==> config.mk <==
export PLATFORM = sky130hd
export DESIGN_NAME = mem_access_ctrl
export DESIGN_NICKNAME = d
export VERILOG_FILES = /design/src/rtl/cpu_types_pkg.sv /design/src/rtl/mem_access_ctrl_pkg.sv /design/src/rtl/sat_counter.sv /design/src/rtl/mem_access_ctrl.sv
export SDC_FILE = /design/constraint.sdc
export NUM_CORES = 1
export LEC_CHECK = 0
export CORE_ASPECT_RATIO = 0.6
export CORE_MARGIN = 2
export CORE_UTILIZATION = 43
export DETAILED_ROUTE_END_ITERATION = 12
export GPL_ROUTABILITY_DRIVEN = 0
export GPL_TIMING_DRIVEN = 1
export PLACE_DENSITY = 0.79
export SETUP_SLACK_MARGIN = 0.4
export SLEW_MARGIN = 25
export SYNTH_ARGS = -nofsm -noshare
export SYNTH_HDL_FRONTEND = slang
export SYNTH_SLANG_ARGS = --single-unit
==> constraint.sdc <==
create_clock -name CLK -period 5.39 [get_ports CLK]
set_input_delay 0.8085 -clock CLK [delete_from_list [all_inputs] [get_ports CLK]]
set_output_delay 0.8085 -clock CLK [all_outputs]
set_load 0.01 [all_outputs]
==> src/rtl/cpu_types_pkg.sv <==
// Shared CPU datapath types used across pipeline stages.
package cpu_types_pkg;

  typedef logic [31:0] word_t;

endpackage : cpu_types_pkg

==> src/rtl/mem_access_ctrl_pkg.sv <==
// Types shared by the memory-stage access controller.
package mem_access_ctrl_pkg;

  typedef enum logic [2:0] {
    IDLE,
    ACCESS,
    DONE,
    FLUSH,
    HALTED
  } memctl_state_t;

  typedef enum logic {
    MEM_RD,
    MEM_WR
  } mem_op_t;

  // A request with both enables set is treated as a store.
  function automatic mem_op_t decode_op(input logic wen_i);
    return wen_i ? MEM_WR : MEM_RD;
  endfunction

endpackage : mem_access_ctrl_pkg

==> src/rtl/sat_counter.sv <==
// Saturating up-counter with synchronous clear; clear has priority over increment.
module sat_counter #(
  parameter int W = 8
) (
  input  logic         clk_i,
  input  logic         rst_i,
  input  logic         clr_i,
  input  logic         inc_i,
  output logic [W-1:0] cnt_o
);

  logic [W-1:0] cnt_q, cnt_d;

  // Next count: clear, else increment unless already all-ones.
  always_comb begin
    // NOTE: default assignment first so every path drives cnt_d and no latch is inferred.
    cnt_d = cnt_q;
    if (clr_i) begin
      cnt_d = '0;
    end else if (inc_i && (cnt_q != '1)) begin
      cnt_d = cnt_q + W'(1);
    end
  end

  // Count register.
  always_ff @(posedge clk_i or posedge rst_i) begin
    // NOTE: non-blocking assignments keep every flop updating from pre-edge values.
    if (rst_i) cnt_q <= '0;
    else       cnt_q <= cnt_d;
  end

  assign cnt_o = cnt_q;

endmodule : sat_counter

==> src/rtl/mem_access_ctrl.sv <==
// Memory-stage access controller: runs the D-cache request/hit handshake for the
// EX/MEM latch, stalls the pipeline while busy and sequences the halt flush.
module mem_access_ctrl
  import cpu_types_pkg::*;
  import mem_access_ctrl_pkg::*;
#(
  parameter int MAX_WAIT = 64,
  parameter int CNT_W    = 16
) (
  input  logic             CLK,
  input  logic             RST,
  input  logic             em_d_ren_i,
  input  logic             em_d_wen_i,
  input  word_t            em_dmemaddr_i,
  input  word_t            em_dmemstore_i,
  input  logic             em_halt_i,
  input  logic             dhit,
  input  word_t            dmemload,
  input  logic             flushed,
  output logic             dmemREN,
  output logic             dmemWEN,
  output word_t            dmemaddr,
  output word_t            dmemstore,
  output logic             cache_halt,
  output logic             mem_stall,
  output logic             mem_done,
  output word_t            load_data,
  output logic             cpu_halted,
  output logic             timeout_err,
  output logic             proto_err,
  output logic [CNT_W-1:0] access_cnt
);

  // Watchdog is wide enough to hold MAX_WAIT; it saturates above that.
  localparam int               WD_W    = $clog2(MAX_WAIT + 1);
  localparam logic [WD_W-1:0]  WD_LAST = WD_W'(MAX_WAIT - 1);

  memctl_state_t   state_q;
  logic            ren_q, wen_q;
  word_t           addr_q, store_q, load_q;
  logic            done_q, proto_q, cache_halt_q, halted_q, timeout_q;
  logic            req;
  mem_op_t         req_op;
  logic [WD_W-1:0] wd_cnt;

  assign req    = em_d_ren_i | em_d_wen_i;
  assign req_op = decode_op(em_d_wen_i);

  // Watchdog: cleared when a request is accepted, counts ACCESS cycles without a hit.
  sat_counter #(.W(WD_W)) u_wd_cnt (
    .clk_i (CLK),
    .rst_i (RST),
    .clr_i ((state_q == IDLE) && req),
    .inc_i ((state_q == ACCESS) && !dhit),
    .cnt_o (wd_cnt)
  );

  // Completed-access counter, bumped once per DONE cycle.
  sat_counter #(.W(CNT_W)) u_access_cnt (
    .clk_i (CLK),
    .rst_i (RST),
    .clr_i (1'b0),
    .inc_i (state_q == DONE),
    .cnt_o (access_cnt)
  );

  // Controller FSM with all handshake/status outputs registered.
  always_ff @(posedge CLK or posedge RST) begin
    if (RST) begin
      state_q      <= IDLE;
      ren_q        <= 1'b0;
      wen_q        <= 1'b0;
      addr_q       <= '0;
      store_q      <= '0;
      load_q       <= '0;
      done_q       <= 1'b0;
      proto_q      <= 1'b0;
      cache_halt_q <= 1'b0;
      halted_q     <= 1'b0;
      timeout_q    <= 1'b0;
    end else begin
      done_q  <= 1'b0;
      proto_q <= 1'b0;
      unique case (state_q)
        IDLE: begin
          // A pending access is served before a halt held in the same latch.
          if (req) begin
            addr_q  <= em_dmemaddr_i;
            store_q <= em_dmemstore_i;
            ren_q   <= (req_op == MEM_RD);
            wen_q   <= (req_op == MEM_WR);
            proto_q <= em_d_ren_i & em_d_wen_i;
            state_q <= ACCESS;
          end else if (em_halt_i) begin
            cache_halt_q <= 1'b1;
            state_q      <= FLUSH;
          end
        end
        ACCESS: begin
          if (dhit) begin
            if (ren_q) load_q <= dmemload;
            ren_q   <= 1'b0;
            wen_q   <= 1'b0;
            done_q  <= 1'b1;
            state_q <= DONE;
          end else if (wd_cnt >= WD_LAST) begin
            // This miss brings the wait count to MAX_WAIT; keep waiting regardless.
            timeout_q <= 1'b1;
          end
        end
        DONE: begin
          state_q <= IDLE;
        end
        FLUSH: begin
          if (flushed) begin
            halted_q <= 1'b1;
            state_q  <= HALTED;
          end
        end
        HALTED: begin
          state_q <= HALTED;
        end
        default: begin
          state_q <= IDLE;
        end
      endcase
    end
  end

  // Stall is the only combinational output: it must freeze the latch in the request cycle.
  assign mem_stall = ((state_q == IDLE) && req) || (state_q == ACCESS) ||
                     (state_q == FLUSH) || (state_q == HALTED);

  assign dmemREN     = ren_q;
  assign dmemWEN     = wen_q;
  assign dmemaddr    = addr_q;
  assign dmemstore   = store_q;
  assign cache_halt  = cache_halt_q;
  assign mem_done    = done_q;
  assign load_data   = load_q;
  assign cpu_halted  = halted_q;
  assign timeout_err = timeout_q;
  assign proto_err   = proto_q;

endmodule : mem_access_ctrl

* After elaboration in Yosys (flattened, before gate mapping)
Index checks and enable logic that the tools add are counted.
** Operators by class
- Add/subtract/negate cells :: 2
- Multiply operators :: 0
- Div/mod/pow operators :: 0
- Magnitude comparators :: 1
- Eq/ne operators :: 10
- Shifts and indexed selects :: 0
- Mux-type cells :: 17
- Bitwise gates (word level) :: 5
- Reductions and logical operators :: 18
** Operators by type and width (count)
- $add 16x1->16 const B :: 1
- $ne 16x16->1 const B :: 1
- $reduce_and 3->1 :: 5
- $mux 7 :: 2
- $mux 3 :: 4
- $pmux 3 s4 :: 1
- $mux 1 :: 8
- $add 7x1->7 const B :: 1
- $ge 7x6->1 const B :: 1
- $ne 7x7->1 const B :: 1
- $eq 3x2->1 const B :: 2
- $ne 2x2->1 const B :: 3
- $logic_and 1x1->1 :: 4
- $pmux 1 s2 :: 2
- $reduce_and 2->1 :: 2
- $reduce_bool 2->1 :: 2
- $eq 3x1->1 const B :: 1
- $eq 3x3->1 const B :: 1
- $logic_not 3->1 :: 1
- $logic_or 1x1->1 :: 3
- $ne 3x3->1 const B :: 1
- $not 1->1 :: 3
- $and 1x1->1 :: 1
- $logic_not 1->1 :: 1
- $or 1x1->1 :: 1
** Storage, ports and cells
- Flip-flop bits (word level) :: 129
- Latch bits :: 0
- RAM bits :: 0
- Memory bits (read-only) :: 0
- Input bits :: 103
- Output and inout bits :: 120
- Word-level logic and storage cells :: 66
- Memories :: 0

* Depth between registers and ports, before layout
Gate-level depths: netlist of run 1.
- Word-level depth :: 5
- Gate-level depth with buffers :: 7
- Mapped depth without buffers :: 5

* Modules after synthesis
From an unflattened synthesis of run 1, not the netlist that was laid out.
** Unflattened totals
- Cell total of the unflattened synthesis :: 387
- Area, all modules :: 5616.6 um2
** By module, submodules not included
- mem_access_ctrl :: instances 1, cells each 248, area an instance 4284.1 um2
- sat_counter (u_access_cnt) :: instances 1, cells each 101, area an instance 932.1 um2
- sat_counter (u_wd_cnt) :: instances 1, cells each 38, area an instance 400.4 um2

* Least setup slack after synthesis of run 1
OpenSTA, ideal clock, no wires.
- Kind :: in2out
- Start :: in em_d_wen_i
- End :: out mem_stall
- Arrival time :: 1178 ps
- Path slack :: 3404 ps
- Stages on the path :: 2
- Path buffers :: 0
- Cell sequence :: nor3_1 o31ai_1
** On the way
- Cells in the longest elaborated chain, start to end :: 5
** RTL lines
- start: declaration :: RTL line mem_access_ctrl.sv:13 : input logic em_d_wen_i,
- $or 1x1->1 :: RTL line mem_access_ctrl.sv:46 : assign req = em_d_ren_i | em_d_wen_i;
- $logic_and 1x1->1 :: RTL line mem_access_ctrl.sv:131 : assign mem_stall = ((state_q == IDLE) && req) || (state_q == ACCESS) ||
- $logic_or 1x1->1 (2 in a row) :: RTL line mem_access_ctrl.sv:131
- $logic_or 1x1->1 :: RTL line mem_access_ctrl.sv:132 : (state_q == FLUSH) || (state_q == HALTED);
- end: declaration :: RTL line mem_access_ctrl.sv:25 : output logic mem_stall,
Every way passes these cells.

* Final worst setup path of run 1
Ends and elaborated chain as after synthesis.

==> results.py, run 1 <==
metrics = {
    "run_status": {
        "status": "completed",
    },
    "routing": {
        "dr.pass1.iters": 4,
        "dr_wl_met3_microns": 875,
        "drtAntennaViolNets": 0,
        "wl_met2_microns": 6755,
        "wl_met1_microns": 6502,
        "drt-initial-drc-count": 196,
        "viasPerCell": 4.849,
        "routed.top_layer": "met4",
        "vias": 4364,
        "routedWlPerCell_microns": 15.85,
        "drc": 0,
        "wirelength_microns": 14260,
    },
    "global_route": {
        "grt-ovfl-total": 0,
        "grt_max_degree": 55,
        "antenna_found_initial": 0,
        "grt_pass1_wl_microns": 22660,
        "grt_pass1_vias": 4411,
        "track_usage": 0.2224,
    },
    "critical_path": {
        "crit_required_ps": 4580,
        "path_class": "in2out",
        "start_kind": "input pin",
        "worst-path-max-fanout": 7,
        "r2r.worst_path.cells": 5,
        "arrival_ps": 2320,
        "reg2reg_to": "dmemaddr[12]$_DFFE_PP0P_",
        "reg2reg_slack_ps": 2810,
        "crit_start": "em_d_wen_i",
        "r2r-start": "state_q[0]$_DFFE_PP0P_",
        "worstSetupEndpointType": "output pin",
    },
    "clocking": {
        "clock-sinks": 129,
        "clockBufferDepth": 2,
        "cts_root_buf": "clkbuf_16",
        "cts_setup_buffers": 0,
        "cts.clk_slew.worst_paths_ps": 60,
        "htreeDepth": 4,
        "tritoncts": "done",
        "cts_hold_buf": 0,
        "clock_latency_ps": 400,
        "cts_buffers": 17,
        "cts_resized": 0,
    },
    "finish": {
        "diodes": 0,
        "final_cell_mix": "222 x clkdlybuf4s50_1, 204 x nand2_1, 129 x dfrtp_1",
        "drive_above_1_share": 0.1075,
        "fin_cells": 900,
        "layout_commonest_cell": "clkdlybuf4s50_1",
        "fin_nets": 827,
        "syn_to_final_growth_pct": 57.76,
    },
    "logic_synthesis": {
        "synthesis.nets": 602,
        "synth_top_area_share": 0.6163,
        "netlist_instances": 497,
        "yosysTopAreaCell": "dfrtp_1",
        "synthDistinctLibCells": 42,
        "netlist_area_sq_um": 5238,
        "yosys_register_bits": 129,
        "yosys_warnings": 0,
        "ys_top_cells_by_area": "dfrtp_1 62%, nand2_1 15%, mux2_2 6.7%, xor2_1 2.3%, buf_2 1.1%",
        "avgSynthCellArea_sq_um": 10.54,
        "yosysSeqAreaShare": 0.6163,
    },
    "sta": {
        "clock_skew_ps": 9.060,
        "fmaxAchievable_mhz": 320.1,
        "final_max_slew_viol_count": 0,
        "setup_viol": 0,
        "tightest_slew_ps": 912.7,
        "fin_crit_ps": 3124,
        "setup_ws_ps": 2266,
        "period_share": 0.5797,
        "hold_viol": 0,
        "slew_headroom": 0.3892,
        "tns_ps": 0,
        "rsz0062_at_grt": "false",
    },
    "place": {
        "numPortBuffers": 222,
        "hpwl_microns": 10350,
        "pre_cts_slack_ps": 2269,
        "dp.cells": 868,
    },
    "floorplan": {
        "fp.dieArea_sq_um": 13110,
        "io_pins": 223,
        "die_h_microns": 89.49,
        "dieWidth_microns": 146.5,
        "core_sq_um": 11990,
        "rows": 31,
        "start_util": 0.4370,
    },
    "pwr": {
        "leakage_nw": 3.839,
        "power_density_nw_per_um2": 581.7,
        "ir_drop_uv": 355.2,
    },
    "min_path": {
        "worstHoldStart": "cache_halt$_DFFE_PP0P_",
        "hold_path_end": "cache_halt$_DFFE_PP0P_",
        "hold_depth": 1,
        "hp-class": "reg2reg",
    },
    "job": {
        "cap_violations": 0,
    },
}
-- how the worst max path moves through the flow --
stage / end / slack [ps] / cells past startpoint
final: mem_stall / 2270 / 4
after CTS: mem_stall / 2270 / 4
after global placement: mem_stall / 2310 / 4
after global routing: mem_stall / 2190 / 4
after detailed placement: mem_stall / 2270 / 4
after floorplan: cache_halt$_DFFE_PP0P_ / 1140 / 1
-- cells in the mapped netlist --
library cell / number
nand2_1: 204
dfrtp_1: 129
mux2_2: 31
xor2_1: 14
buf_2: 12
nand3_1: 12
nor2_1: 12
nor3_1: 10
clkbuf_1: 7
nand4_1: 7
mux2i_1: 4
nor4_1: 4
o21ai_0: 4
inv_1: 3
nand2b_1: 3
o21ai_1: 3
a21oi_1: 2
a31o_2: 2
a31oi_1: 2
a32o_1: 2
and3_1: 2
and4_1: 2
buf_4: 2
ha_1: 2
nor2b_1: 2
nor3b_1: 2
o21bai_1: 2
o31ai_1: 2
a21boi_0: 1
and2_1: 1
and2b_1: 1
mux2_1: 1
mux2_4: 1
nand4_4: 1
nor2_2: 1
nor3_2: 1
nor3b_2: 1
nor4_4: 1
nor4b_4: 1
nor4bb_1: 1
o211ai_1: 1
o41ai_1: 1
-- where the power goes --
part,internal [mW],total [mW],switching (mW)
Sequential,1.38,1.66,0.282
Combinational,1.04,1.93,0.887
Clock,0.801,1.22,0.418
Total,3.22,4.81,1.59
-- layer usage --
| layer | up-vias | global-route usage |
|---|---|---|
| met5 | - | 0 |
| met4 | 0 | 0.07061 |
| met3 | 14 | 0.05765 |
| met2 | 155 | 0.3684 |
| met1 | 2107 | 0.2939 |
| li1 | 2088 | - |
-- cell type report --
type | instances | area, sq um
Clock buffer | 20 | 456.7
Clock inverter | 12 | 182.7
Fill cell | 861 | 3722
Inverter | 3 | 13.76
Multi-Input combinational cell | 344 | 1916
Sequential cell | 129 | 3228
Tap cell | 165 | 206.4
Timing Repair Buffer | 227 | 2260
-- state kept, by name, summed over array words and instances (netlist names) --
signal and cells:
cache_halt 1, mem_done 1, dmemWEN 1, load_data 32, dmemREN 1, u_access_cnt.cnt_o 16
dmemaddr 32, dmemstore 32, state_q 3, u_wd_cnt.cnt_o 7, timeout_err 1, cpu_halted 1
proto_err 1
-- kinds of logic (layout without fill, tap and decap cells) --
logic type,after synthesis,in the layout,synth area share
buffers and inverters,24,262,0.02150
DFF,129,129,0.6163
xor gates and xnor gates,14,14,0.02341
and+or+nand+nor,269,269,0.2262
muxes,37,37,0.07931
AOI/OAI and AO/OA,22,22,0.02843
adders and majority gates,2,2,0.004777
-- worst max-delay path: stages --
cell	delay, ps
clkdlybuf4s50_1	640
nor3_1	90
o31ai_1	210
clkdlybuf4s50_1	570
-- metrics by stage --
step | utilization | hold WS, ps | cell area [sq um] | total power [mW]
4_1_cts | 0.6894 | 471.9 | 8263 | 4.860
2_1_floorplan | - | 488.5 | 5238 | 2.525
6_report | 0.6894 | 472.3 | 8263 | 4.807
5_1_grt | 0.6894 | 489.7 | 8263 | 5.100
3_3_place_gp | 0.6361 | 449.6 | 7624 | 3.529
3_5_place_dp | 0.6361 | 458.2 | 7624 | 3.612
(Power assumes the default switching activity.)
==> inputs of run 2 (changes only) <==
--- a/config.mk
+++ b/config.mk
@@ -7,11 +7,11 @@
 export LEC_CHECK = 0
 export CORE_ASPECT_RATIO = 0.6
 export CORE_MARGIN = 2
-export CORE_UTILIZATION = 43
+export CORE_UTILIZATION = 38
 export DETAILED_ROUTE_END_ITERATION = 12
 export GPL_ROUTABILITY_DRIVEN = 0
 export GPL_TIMING_DRIVEN = 1
-export PLACE_DENSITY = 0.79
+export PLACE_DENSITY = 0.74
 export SETUP_SLACK_MARGIN = 0.4
 export SLEW_MARGIN = 25
 export SYNTH_ARGS = -nofsm -noshare
==> constraint.sdc (replaced) <==
create_clock -name CLK -period 2.7 [get_ports CLK]
set_input_delay 0.405 -clock CLK [delete_from_list [all_inputs] [get_ports CLK]]
set_output_delay 0.405 -clock CLK [all_outputs]
set_load 0.01 [all_outputs]
==> run 2 against run 1 <==
Final cell count is 1.1% higher. Count of clock-buffer cells in the layout fell by 2. Sequential power is 99% higher. Via count up 0.25%. Die area increased by 13%. Non-clock buffer count is the same. Critical path type is now reg2out.
==> results.py, run 2 (synthesis gave the netlist of run 1 again) <==
metrics = {
    "floorplan": {
        "die_h_microns": 94.94,
        "start_util": 0.3867,
        "dieWidth_microns": 155.6,
        "fp.dieArea_sq_um": 14770,
        "core_sq_um": 13540,
        "rows": 33,
        "io_pins": 223,
    },
    "finish": {
        "fin_nets": 827,
        "utilization": 0.6074,
        "multiInputGateArea_sq_um": 1916,
        "final_cell_mix": "220 x clkdlybuf4s50_1, 204 x nand2_1, 127 x dfrtp_1",
        "diodes": 0,
        "seqCellArea_sq_um": 3231,
        "fillerInstances": 1112,
        "syn_to_final_growth_pct": 57.07,
        "drive_above_1_share": 0.1102,
        "layout_commonest_cell": "clkdlybuf4s50_1",
    },
    "min_path": {
        "hp-class": "in2reg",
    },
    "global_route": {
        "grt_pass1_vias": 4338,
        "antenna_found_initial": 0,
        "grt_max_degree": 130,
        "grt_pass1_wl_microns": 22290,
        "grt-ovfl-total": 0,
        "track_usage": 0.1927,
    },
    "routing": {
        "drt-initial-drc-count": 234,
        "wirelength_microns": 13970,
        "drc": 0,
        "routedWlPerCell_microns": 15.35,
        "vias": 4375,
        "dr.pass1.iters": 6,
        "drtAntennaViolNets": 0,
        "viasPerCell": 4.808,
    },
    "sta": {
        "final_max_slew_viol_count": 0,
        "hold_viol": 0,
        "fin_crit_ps": 2173,
        "slew_headroom": 0.5479,
        "tightest_slew_ps": 678.2,
        "fmaxAchievable_mhz": 460.2,
        "clock_skew_ps": 13.59,
        "rsz0062_at_grt": "false",
        "setup_viol": 0,
        "tns_ps": 0,
        "period_share": 0.8047,
    },
    "clocking": {
        "clockBufferDepth": 2,
        "cts.clk_slew.worst_paths_ps": 60,
        "cts_hold_buf": 0,
        "tritoncts": "done",
        "cts_root_buf": "clkbuf_16",
        "clock-sinks": 129,
        "clock_latency_ps": 400,
        "htreeDepth": 4,
        "cts_buffers": 17,
    },
    "pwr": {
        "power_density_nw_per_um2": 1134,
        "leakage_nw": 3.811,
        "ir_drop_uv": 516.2,
    },
    "critical_path": {
        "arrival_ps": 1770,
        "worst-path-max-fanout": 11,
        "start_kind": "flip-flop",
        "slowest_delay_ps": 570,
        "crit_required_ps": 2300,
        "worstSetupEndpointType": "output pin",
        "path_class": "reg2out",
        "cp_slowest_cell": "clkdlybuf4s50_1",
        "crit_path_cell_trace": "o31ai_1 > clkdlybuf4s50_1",
    },
    "place": {
        "hpwl_microns": 9962,
        "numPortBuffers": 222,
    },
    "run_status": {
        "status": "completed",
    },
    "job": {
        "cap_violations": 0,
    },
}
-- run 2: changes by cell type in the layout (fill, tap and decap cells not counted), moves of 2 or more --
cell / change
clkinvlp_4: +2
buf_4: -2
dfrtp_1: -2
inv_6: +4
bufinv_16: -3
buf_12: +2
dfrtp_2: +2
clkdlybuf4s50_1: -2
clkbuf_8: -2
-- run 2: where the power goes --
group	internal, mW	switching [mW]
clock	1.28	0.863
combinational	2.11	1.77
sequential	2.75	0.561
total	6.14	3.19
-- run 2: final timing paths --
| kind | from | endpoint | slack [ps] | depth (start not counted) |
|---|---|---|---|---|
| max in group asynchronous | RST | dmemaddr[19]$_DFFE_PP0P_ | 1620 | 3 |
| worst min-delay path | em_d_ren_i | proto_err$_DFF_PP0_ | 440 | 2 |
| worst max register to register | u_access_cnt.cnt_o[0]$_DFFE_PP0P_ | u_access_cnt.cnt_o[1]$_DFFE_PP0P_ | 770 | 5 |
| min in group asynchronous | RST | dmemaddr[1]$_DFFE_PP0P_ | 580 | 3 |
| worst max-delay path | state_q[1]$_DFFE_PP0P_ | mem_stall | 530 | 2 |
| worst min register to register | dmemstore[0]$_DFFE_PP0P_ | dmemstore[0]$_DFFE_PP0P_ | 470 | 2 |
-- run 2: per-stage QoR --
| stage | total power [mW] | area, sq um | instances | setup WS [ps] | hold WS [ps] |
|---|---|---|---|---|---|
| after floorplan | 5.040 | 5241 | 497 | 699.8 | 488.5 |
| after global placement | 7.094 | 7662 | 878 | 396.9 | 455.2 |
| after detailed placement | 7.238 | 7662 | 878 | 357.7 | 461.2 |
| after CTS | 9.442 | 8223 | 910 | 428.3 | 475.7 |
| after global routing | 9.962 | 8227 | 910 | 401.0 | 419.0 |
| final | 9.328 | 8227 | 910 | 527.2 | 443.0 |
-- run 2: cell type report --
class,count,share of cell area
flip-flops and latches,129,0.3927
multi-input cells,344,0.2329
clock buffers,18,0.05217
well taps,175,0.02662
inverters,3,0.001825
clock inverters,14,0.01597
repair buffers,227,0.2779
-- run 2: worst max-delay path: cells and delay by family (launching register included) --
| family | cells | cell delay [ps] |
|---|---|---|
| buf+inv | 1 | 570 |
| flops | 1 | 530 |
| compound gates | 1 | 290 |
-- run 2: timing repair --
action	CTS	global route
setup buffers	0	0
resized for setup	2	2
setup endpoints to repair	1	1
-- run 2: per-layer routing --
| layer | share of wire | up-vias | global-route usage |
|---|---|---|---|
| li1 | - | 2088 | - |
| met1 | 0.46 | 2162 | 0.2624 |
| met2 | 0.47 | 121 | 0.2979 |
| met3 | 0.066 | 4 | 0.06471 |
| met4 | 0.0037 | 0 | 0.04969 |
| met5 | 0 | - | 0 |
